==> config.mk <==
export PLATFORM = sky130hd
export DESIGN_NAME = div_top_flat
export DESIGN_NICKNAME = d
export VERILOG_FILES = /design/src/rtl/div_top_if.sv /design/src/rtl/div_top.sv /design/src/flat_wrapper.sv
export SDC_FILE = /design/constraint.sdc
export NUM_CORES = 1
export LEC_CHECK = 0
export CAP_MARGIN = 20
export CORE_MARGIN = 2
export CORE_UTILIZATION = 41
export DETAILED_ROUTE_END_ITERATION = 10
export GPL_ROUTABILITY_DRIVEN = 0
export PLACE_DENSITY_LB_ADDON = 0.25
export SKIP_LAST_GASP = 1
export SLEW_MARGIN = 20
export SYNTH_ARGS = -nofsm -noshare
export SYNTH_HDL_FRONTEND = slang
export SYNTH_SLANG_ARGS = --single-unit
export TNS_END_PERCENT = 50
==> constraint.sdc <==
create_clock -name clk -period 2.2 [get_ports clk]
set_input_delay 0.44 -clock clk [delete_from_list [all_inputs] [get_ports clk]]
set_output_delay 0.44 -clock clk [all_outputs]
set_load 0.005 [all_outputs]
==> src/rtl/div_top_if.sv <==
// div_top_if: start/done handshake, operands and results of the signed divider.
interface div_top_if #(parameter int K = 4);
  logic           start;
  logic [2*K-1:0] z;
  logic [K-1:0]   d;
  logic [K-1:0]   q;
  logic [K-1:0]   s;
  logic           busy;
  logic           done;
  logic           div_by_zero;
  logic           overflow;
  modport master (output start, z, d, input q, s, busy, done, div_by_zero, overflow);
  modport slave  (input start, z, d, output q, s, busy, done, div_by_zero, overflow);
endinterface

==> src/rtl/div_top.sv <==
// div_top: sequential signed 2K/K divider, restoring shift-subtract on magnitudes plus a sign fix.
module div_top #(parameter int K = 4) (
  input logic clk,
  input logic rst_n,
  div_top_if.slave io
);
  localparam int CW = $clog2(K + 1);
  localparam logic [K-1:0] HALF = K'(1) << (K - 1);
  localparam logic [K-1:0] MAXP = HALF - K'(1);
  typedef enum logic [1:0] {IDLE, RUN, FIX, DONE} state_t;
  state_t state_q, state_d;
  logic [CW-1:0] cnt_q, cnt_d;
  logic [K-1:0] r_q, r_d, qm_q, qm_d, dm_q, dm_d, q_q, q_d, s_q, s_d;
  logic sq_q, sq_d, ss_q, ss_d, dz_q, dz_d, ov_q, ov_d;
  logic [2*K-1:0] za;
  logic [K-1:0] da;
  logic [K:0] rs;
  logic ge, fix_ov;
  always_comb begin
    za = io.z[2*K-1] ? -io.z : io.z;
    da = io.d[K-1] ? -io.d : io.d;
    rs = {r_q, qm_q[K-1]};
    ge = rs >= {1'b0, dm_q};
    fix_ov = sq_q ? qm_q > HALF : qm_q > MAXP;
    state_d = state_q;
    cnt_d = cnt_q;
    r_d = r_q;
    qm_d = qm_q;
    dm_d = dm_q;
    q_d = q_q;
    s_d = s_q;
    sq_d = sq_q;
    ss_d = ss_q;
    dz_d = dz_q;
    ov_d = ov_q;
    case (state_q)
      IDLE: if (io.start) begin
        sq_d = io.z[2*K-1] ^ io.d[K-1];
        ss_d = io.z[2*K-1];
        dm_d = da;
        r_d = za[2*K-1:K];
        qm_d = za[K-1:0];
        cnt_d = CW'(K);
        dz_d = io.d == '0;
        // a high half already >= |d| means the quotient needs more than K bits
        ov_d = !dz_d && za[2*K-1:K] >= da;
        state_d = (dz_d || ov_d) ? DONE : RUN;
        q_d = (dz_d || ov_d) ? '0 : q_q;
        s_d = (dz_d || ov_d) ? '0 : s_q;
      end
      RUN: begin
        r_d = ge ? K'(rs - {1'b0, dm_q}) : rs[K-1:0];
        qm_d = {qm_q[K-2:0], ge};
        cnt_d = cnt_q - CW'(1);
        state_d = cnt_q == CW'(1) ? FIX : RUN;
      end
      FIX: begin
        ov_d = fix_ov;
        q_d = fix_ov ? '0 : sq_q ? -qm_q : qm_q;
        s_d = fix_ov ? '0 : ss_q ? -r_q : r_q;
        state_d = DONE;
      end
      DONE: state_d = IDLE;
    endcase
  end
  always_ff @(posedge clk or negedge rst_n) begin
    if (!rst_n) begin
      state_q <= IDLE;
      cnt_q <= '0;
      r_q <= '0;
      qm_q <= '0;
      dm_q <= '0;
      q_q <= '0;
      s_q <= '0;
      sq_q <= 1'b0;
      ss_q <= 1'b0;
      dz_q <= 1'b0;
      ov_q <= 1'b0;
    end else begin
      state_q <= state_d;
      cnt_q <= cnt_d;
      r_q <= r_d;
      qm_q <= qm_d;
      dm_q <= dm_d;
      q_q <= q_d;
      s_q <= s_d;
      sq_q <= sq_d;
      ss_q <= ss_d;
      dz_q <= dz_d;
      ov_q <= ov_d;
    end
  end
  assign io.q = q_q;
  assign io.s = s_q;
  assign io.busy = state_q != IDLE;
  assign io.done = state_q == DONE;
  assign io.div_by_zero = dz_q;
  assign io.overflow = ov_q;
endmodule
==> src/flat_wrapper.sv <==
// flat-port wrapper written by rule: the top's interface ports become plain ports
module div_top_flat 
#(parameter int K = 4)
  (clk, rst_n, io_start, io_z, io_d, io_q, io_s, io_busy, io_done, io_div_by_zero, io_overflow);
  div_top_if #(.K(K)) io_i ();
  input logic clk;
  input logic rst_n;
  input wire logic [$bits(io_i.start)-1:0] io_start;
  input wire logic [$bits(io_i.z)-1:0] io_z;
  input wire logic [$bits(io_i.d)-1:0] io_d;
  output wire logic [$bits(io_i.q)-1:0] io_q;
  output wire logic [$bits(io_i.s)-1:0] io_s;
  output wire logic [$bits(io_i.busy)-1:0] io_busy;
  output wire logic [$bits(io_i.done)-1:0] io_done;
  output wire logic [$bits(io_i.div_by_zero)-1:0] io_div_by_zero;
  output wire logic [$bits(io_i.overflow)-1:0] io_overflow;
  assign io_i.start = io_start;
  assign io_i.z = io_z;
  assign io_i.d = io_d;
  assign io_q = io_i.q;
  assign io_s = io_i.s;
  assign io_busy = io_i.busy;
  assign io_done = io_i.done;
  assign io_div_by_zero = io_i.div_by_zero;
  assign io_overflow = io_i.overflow;
  div_top #(.K(K)) u_core (.clk(clk), .rst_n(rst_n), .io(io_i));
endmodule
==> results.toml, run 1 <==
[yosys]
synth_warnings = 0
netlist_top_cells_area = "dfrtp_1, ha_1, xnor2_1, nand2_1, mux2i_1"
yosysUniqueCellTypes = 50
ys_ff_latch = 29
synth.avg_cell_area_um2 = 10.0
syn_nets = 218
yosysSeqAreaShare = 0.385
synth_cells = 188
netlist.area_leader.share = 0.385
syn-cell-area_um2 = 1880
yosys.area.top_type = "dfrtp_1"

[place]
hpwl_um = 3000
dp_slack_ns = -0.691
dp_cells = 287
io_buffers = 26

[pwr]
total_power_uw = 3150
p_leak_uw = 0.00119
ir_drop_mv = 0.359
power.density_nw_per_um2 = 1210

[critical_path]
cp_max_fo = 8
arrival_ns = 2.27
cp-end-kind = "flop"
path_class = "in2reg"
r2r_cells = 6
r2r_slack_ns = 0.34
critical_path_required_ns = 2.42
cp-startpoint = "io_z[7]"
rr_endpoint = "u_core.r_q[0]"
start_kind = "input pin"
cp-endpoint = "u_core.io.q[2]"
r2r-start = "u_core.r_q[2]"

[run_status]
status = "complete, no violations"

[sta]
worst_pin_slew_ns = 0.396
clock.fmax_mhz = 487
finalHoldViolations = 0
fin_ws_ns = 0.148
skew_ns = 0.00780
fin_crit_sh = 0.933
drv_slew = 0
slew_headroom = 0.735
fin_crit_ns = 2.05
finalSetupTns_ns = 0
setup_viol = 0

[final_layout]
postLayoutCoreUtil = 0.594
nFillCells = 390
drive_gt1_frac = 0.310
final_cells = 300
area_growth_pct = 38.3
diodes = 0
fin_nets = 277

[clock_tree]
h-tree-depth = 2
root_buffer = "clkbuf_8"
postCtsHoldBufs = 0
cts_made_buffers = 5
clock_latency_ns = 0.28
clk_pin_slew_ns = 0.06
clock_path_buffers = 2
numClockSinks = 29
cts_tree = "done"

[global_route]
gr-usage-met2 = 0.272
grt_pass1_wl_um = 6710
antenna_found_initial = 0
grt_max_degree = 30
track_usage = 0.168
met1_usage = 0.218
gr-usage-met3 = 0.0323
grt_pass1_vias = 1511
overflow = 0
top_usage_layer = "met2"

[die]
die_h_um = 71.8
dieWidth_um = 71.8
num_rows = 24
start_util = 0.430
fp.dieArea_um2 = 5150
fp.coreArea_um2 = 4380
ioPinCount = 27

[route]
routed_wl_um = 3970
antenna_left = 0
drc = 0
drt_iter0_drc = 46
drt-pass1-iter-count = 4
vias_per_cell = 5.11
vias = 1533
wire_per_inst_um = 13.2

[hold_path]
worstHoldPathType = "reg2reg"

[flow_run]
cap_violations = 0
layout make-up:
class,count,area (um^2),share of cell area
multi-input combinational,138,1190,0.459
sequential,29,726,0.279
timing repair buffer,58,480,0.184
clock buffer,6,72.6,0.0279
tap,52,65.1,0.0250
inverter,15,56.3,0.0216
clock inverter,2,10.0,0.00384
metal layers:
metal,part of all wire,vias to the layer above,wire [um]
li1,-,778,-
met1,0.47,708,1870
met2,0.47,40,1870
met3,0.040,7,157
met4,0.018,0,71
met5,0,-,0
cells by family after synthesis:
group | Yosys count | share of synthesized area
and+or+nand+nor | 57 | 0.181
AOI/OAI and AO/OA | 46 | 0.182
DFF | 29 | 0.385
buffers and inverters | 21 | 0.0485
adders and majority gates | 15 | 0.104
xor gates and xnor gates | 12 | 0.0558
muxes | 8 | 0.0432
worst max-delay path, cell delays in order:
cell,delay (ns)
dlygate4sd2_1,0.34
nand2_2,0.10
xor2_2,0.19
ha_1,0.31
nor3b_2,0.23
o21ai_2,0.10
nand2b_4,0.16
a21oi_4,0.22
a22o_1,0.17
cells in the mapped netlist (all sizes together):
library cell,number
nand2b,7
nor2b,4
xor2,3
o211ai,1
o21a,1
o21ai,15
ha,14
and3,1
clkbuf,2
nand4b,1
nand3b,1
mux2i,7
fa,1
a211oi,1
inv,15
xnor2,9
nand3,4
o221ai,2
buf,4
nand2,20
nor3b,1
nor2,8
mux2,1
o2bb2ai,3
a22o,6
or2,2
nor3,3
nor4b,1
a31oi,2
dfrtp,29
a22oi,3
and2b,1
o31ai,3
a21oi,7
a221o,2
and2,2
nand4,1
flip-flops by register name, indices dropped and copies added (netlist names), 2 cells and up:
name	cells
u_core.cnt_q	3
u_core.dm_q	4
u_core.io.q	4
u_core.io.s	4
u_core.qm_q	4
u_core.r_q	4
u_core.state_q	2
placed cells by master (no fill, tap or decap), types with 6 or more instances in the layout:
master	instances
xnor2_1	6
mux2i_1	6
ha_1	11
buf_4	31
clkdlybuf4s50_1	15
nand2_1	17
inv_1	12
o21ai_0	10
dfrtp_1	29
a22o_1	6
stage by stage:
| step | area (um^2) | hold slack, ns |
|---|---|---|
| 2_1_floorplan | 1880 | 0.144 |
| 3_5_place_dp | 2380 | 0.475 |
| 4_1_cts | 2530 | 0.489 |
| 3_3_place_gp | 2380 | 0.469 |
| 5_1_grt | 2610 | 0.527 |
| 6_report | 2610 | 0.486 |
worst min path at each step:
stage / endpoint / slack (ns) / from / cells after the start
after floorplan: u_core.cnt_q[0] / 0.14 / rst_n / 0
after global placement: u_core.dm_q[2] / 0.47 / u_core.dm_q[2] / 2
after detailed placement: u_core.dm_q[3] / 0.48 / u_core.dm_q[3] / 2
after CTS: u_core.dm_q[3] / 0.49 / u_core.dm_q[3] / 2
after global routing: u_core.cnt_q[2] / 0.53 / u_core.cnt_q[2] / 1
final: u_core.dm_q[3] / 0.49 / u_core.dm_q[3] / 2
power by group:
part	total (uW)	switching (uW)	internal [uW]
Sequential	1020	243	780
Combinational	1710	815	895
Clock	418	199	218
Total	3150	1260	1890
timing repair:
item / CTS / global route
resized for setup: 27 / 24
setup buffers: 4 / 2
pin swaps: 13 / 14
endpoints found under the setup margin: 10 / 9
hold endpoints to repair: 0 / 0
No activity file was read; power rests on OpenSTA's default activity.
==> inputs of run 2 (changes only) <==
CAP_MARGIN = 25   (was 20)
==> results of run 2 <==
The final DEF is identical to that of run 1; final timing and power are the same.
==> inputs of run 3 (changes only) <==
CORE_UTILIZATION = 54   (was 41)
SLEW_MARGIN = 30   (was 20)
==> run 3 against run 2 <==
Against the previous run:
- clock power down 24%
- wire length rose by 17%
- via count increased by 8.0%
- non-clock buffer count fell by 1
- core utilization increased by 17 points
- flip-flop and latch count stayed put
- die area decreased by 23%
- design area shrank 2.5%
- combinational power increased by 5%
- largest cell class unchanged
- largest power group unchanged
==> results.toml, run 3 (synthesized netlist as in run 1, its figures left out) <==
[run_status]
status = "complete, no violations"

[critical_path]
rr_endpoint = "u_core.r_q[0]"
cp-startpoint = "io_z[1]"
cp-end-kind = "flop"
r2r_cells = 6
r2r_slack_ns = 0.31
start_kind = "input pin"
critical_path_required_ns = 2.48
cp_max_fo = 8
r2r-start = "u_core.r_q[2]"
arrival_ns = 2.44
path_class = "in2reg"

[final_layout]
layout_common_cells = "buf_4, dfrtp_1, nand2_1, clkdlybuf4s50_1"
final_area_um2 = 2540
nFillCells = 239
fin_nets = 276
diodes = 0
area_growth_pct = 34.9
regArea_um2 = 726
drive_gt1_frac = 0.300
multi_input_area_um2 = 1160

[die]
num_rows = 21
fp.coreArea_um2 = 3340
dieWidth_um = 63.1
ioPinCount = 27
start_util = 0.564
die_h_um = 63.1
fp.dieArea_um2 = 3980

[global_route]
gr-usage-met3 = 0.0411
overflow = 0
track_usage = 0.255
top_usage_layer = "met2"
gr-usage-met2 = 0.465
grt_pass1_wl_um = 7820
met1_usage = 0.275
grt_max_degree = 30
antenna_found_initial = 0
grt_pass1_vias = 1733

[sta]
finalHoldViolations = 0
setup_viol = 0
fin_crit_sh = 0.982
worst_pin_slew_ns = 0.362
finalSetupTns_ns = 0
drv_slew = 0
fin_crit_ns = 2.16
hold_ws_ns = 0.466
skew_ns = 0.00991
clock.fmax_mhz = 463
slew_headroom = 0.759

[route]
vias_per_cell = 5.65
drt_iter0_drc = 107
routed_wl_um = 4650
vias = 1656
wire_per_inst_um = 15.9
drt-pass1-iter-count = 4
drc = 0
antenna_left = 0

[flow_run]
cap_violations = 0

[clock_tree]
clk_pin_slew_ns = 0.10
clock_path_buffers = 2
numClockSinks = 29
cts_tree = "done"
cts_made_buffers = 5
clock_latency_ns = 0.34
root_buffer = "clkbuf_4"
h-tree-depth = 2

[pwr]
switching_power_uw = 1350
swShare = 0.427
clkPwrFrac = 0.100
p_int_uw = 1810
pwr-share-comb = 0.572
ir_drop_mv = 0.490
power.density_nw_per_um2 = 1240
p_leak_uw = 0.00116
seqPwrFrac = 0.328

[place]
dpl_cell_area_um2 = 2370
hpwl_um = 3320
io_buffers = 26

[hold_path]
worstHoldPathType = "in2async"
-- run 3: cell count changes in the layout (fill, tap and decap cells not counted), moves of 2 or more --
cell      delta
buf_2        -2
buf_4        -2
clkbuf_8     -5
clkbuf_4     +5
-- run 3: worst max-delay path by stage --
stage,end,slack (ns),cells past startpoint
floorplan,u_core.io.q[0],0.02,11
global placement,u_core.io.q[2],-0.58,13
detailed placement,u_core.io.s[2],-0.72,12
CTS,u_core.io.s[2],0.01,10
global route,u_core.io.s[2],-0.07,11
finish,u_core.io.q[2],0.04,11
-- run 3: area by class of cell --
| class | instances | share of cell area |
|---|---|---|
| Multi-Input combinational cell | 138 | 0.458 |
| Sequential cell | 29 | 0.286 |
| Timing Repair Buffer | 57 | 0.191 |
| Tap cell | 46 | 0.0227 |
| Inverter | 15 | 0.0222 |
| Clock buffer | 6 | 0.0163 |
| Clock inverter | 2 | 0.00394 |
-- run 3: power by group through the flow --
stage	Clock, uW	Sequential (uW)	Combinational (uW)
detailed placement	0	1030	1740
finish	316	1030	1800
global route	343	1070	1990
CTS	317	1020	1770
global placement	0	1010	1650
floorplan	0	959	1230
-- run 3: timing repair --
item	4_1_cts	5_1_grt
hold buffers	0	0
pin swaps	16	14
setup buffers	5	0
gates resized for setup	28	14
endpoints found under the setup margin	10	9
-- run 3: critical path, stage by stage --
cell,delay (ns)
dlygate4sd2_1,0.25
inv_2,0.09
buf_6,0.10
nand3_4,0.07
nor4b_4,0.29
ha_1,0.33
a21oi_2,0.20
o21ai_2,0.09
nand2b_4,0.16
a21oi_4,0.23
a22o_1,0.19
-- run 3: stage by stage --
step           std cells  power [uW]   util  setup slack [ns]
6_report             293        3150  0.761            0.0397
5_1_grt              293        3400  0.761           -0.0660
4_1_cts              293        3120  0.757            0.0115
3_5_place_dp         281        2780  0.710            -0.716
3_3_place_gp         281        2660  0.710            -0.583
2_1_floorplan        188        2190      -            0.0151
-- run 3: metal layers --
layer | part of all wire | wire length, um
met1 | 0.39 | 1840
met2 | 0.52 | 2440
met4 | 0.033 | 155
met3 | 0.048 | 223
met5 | 0 | 0
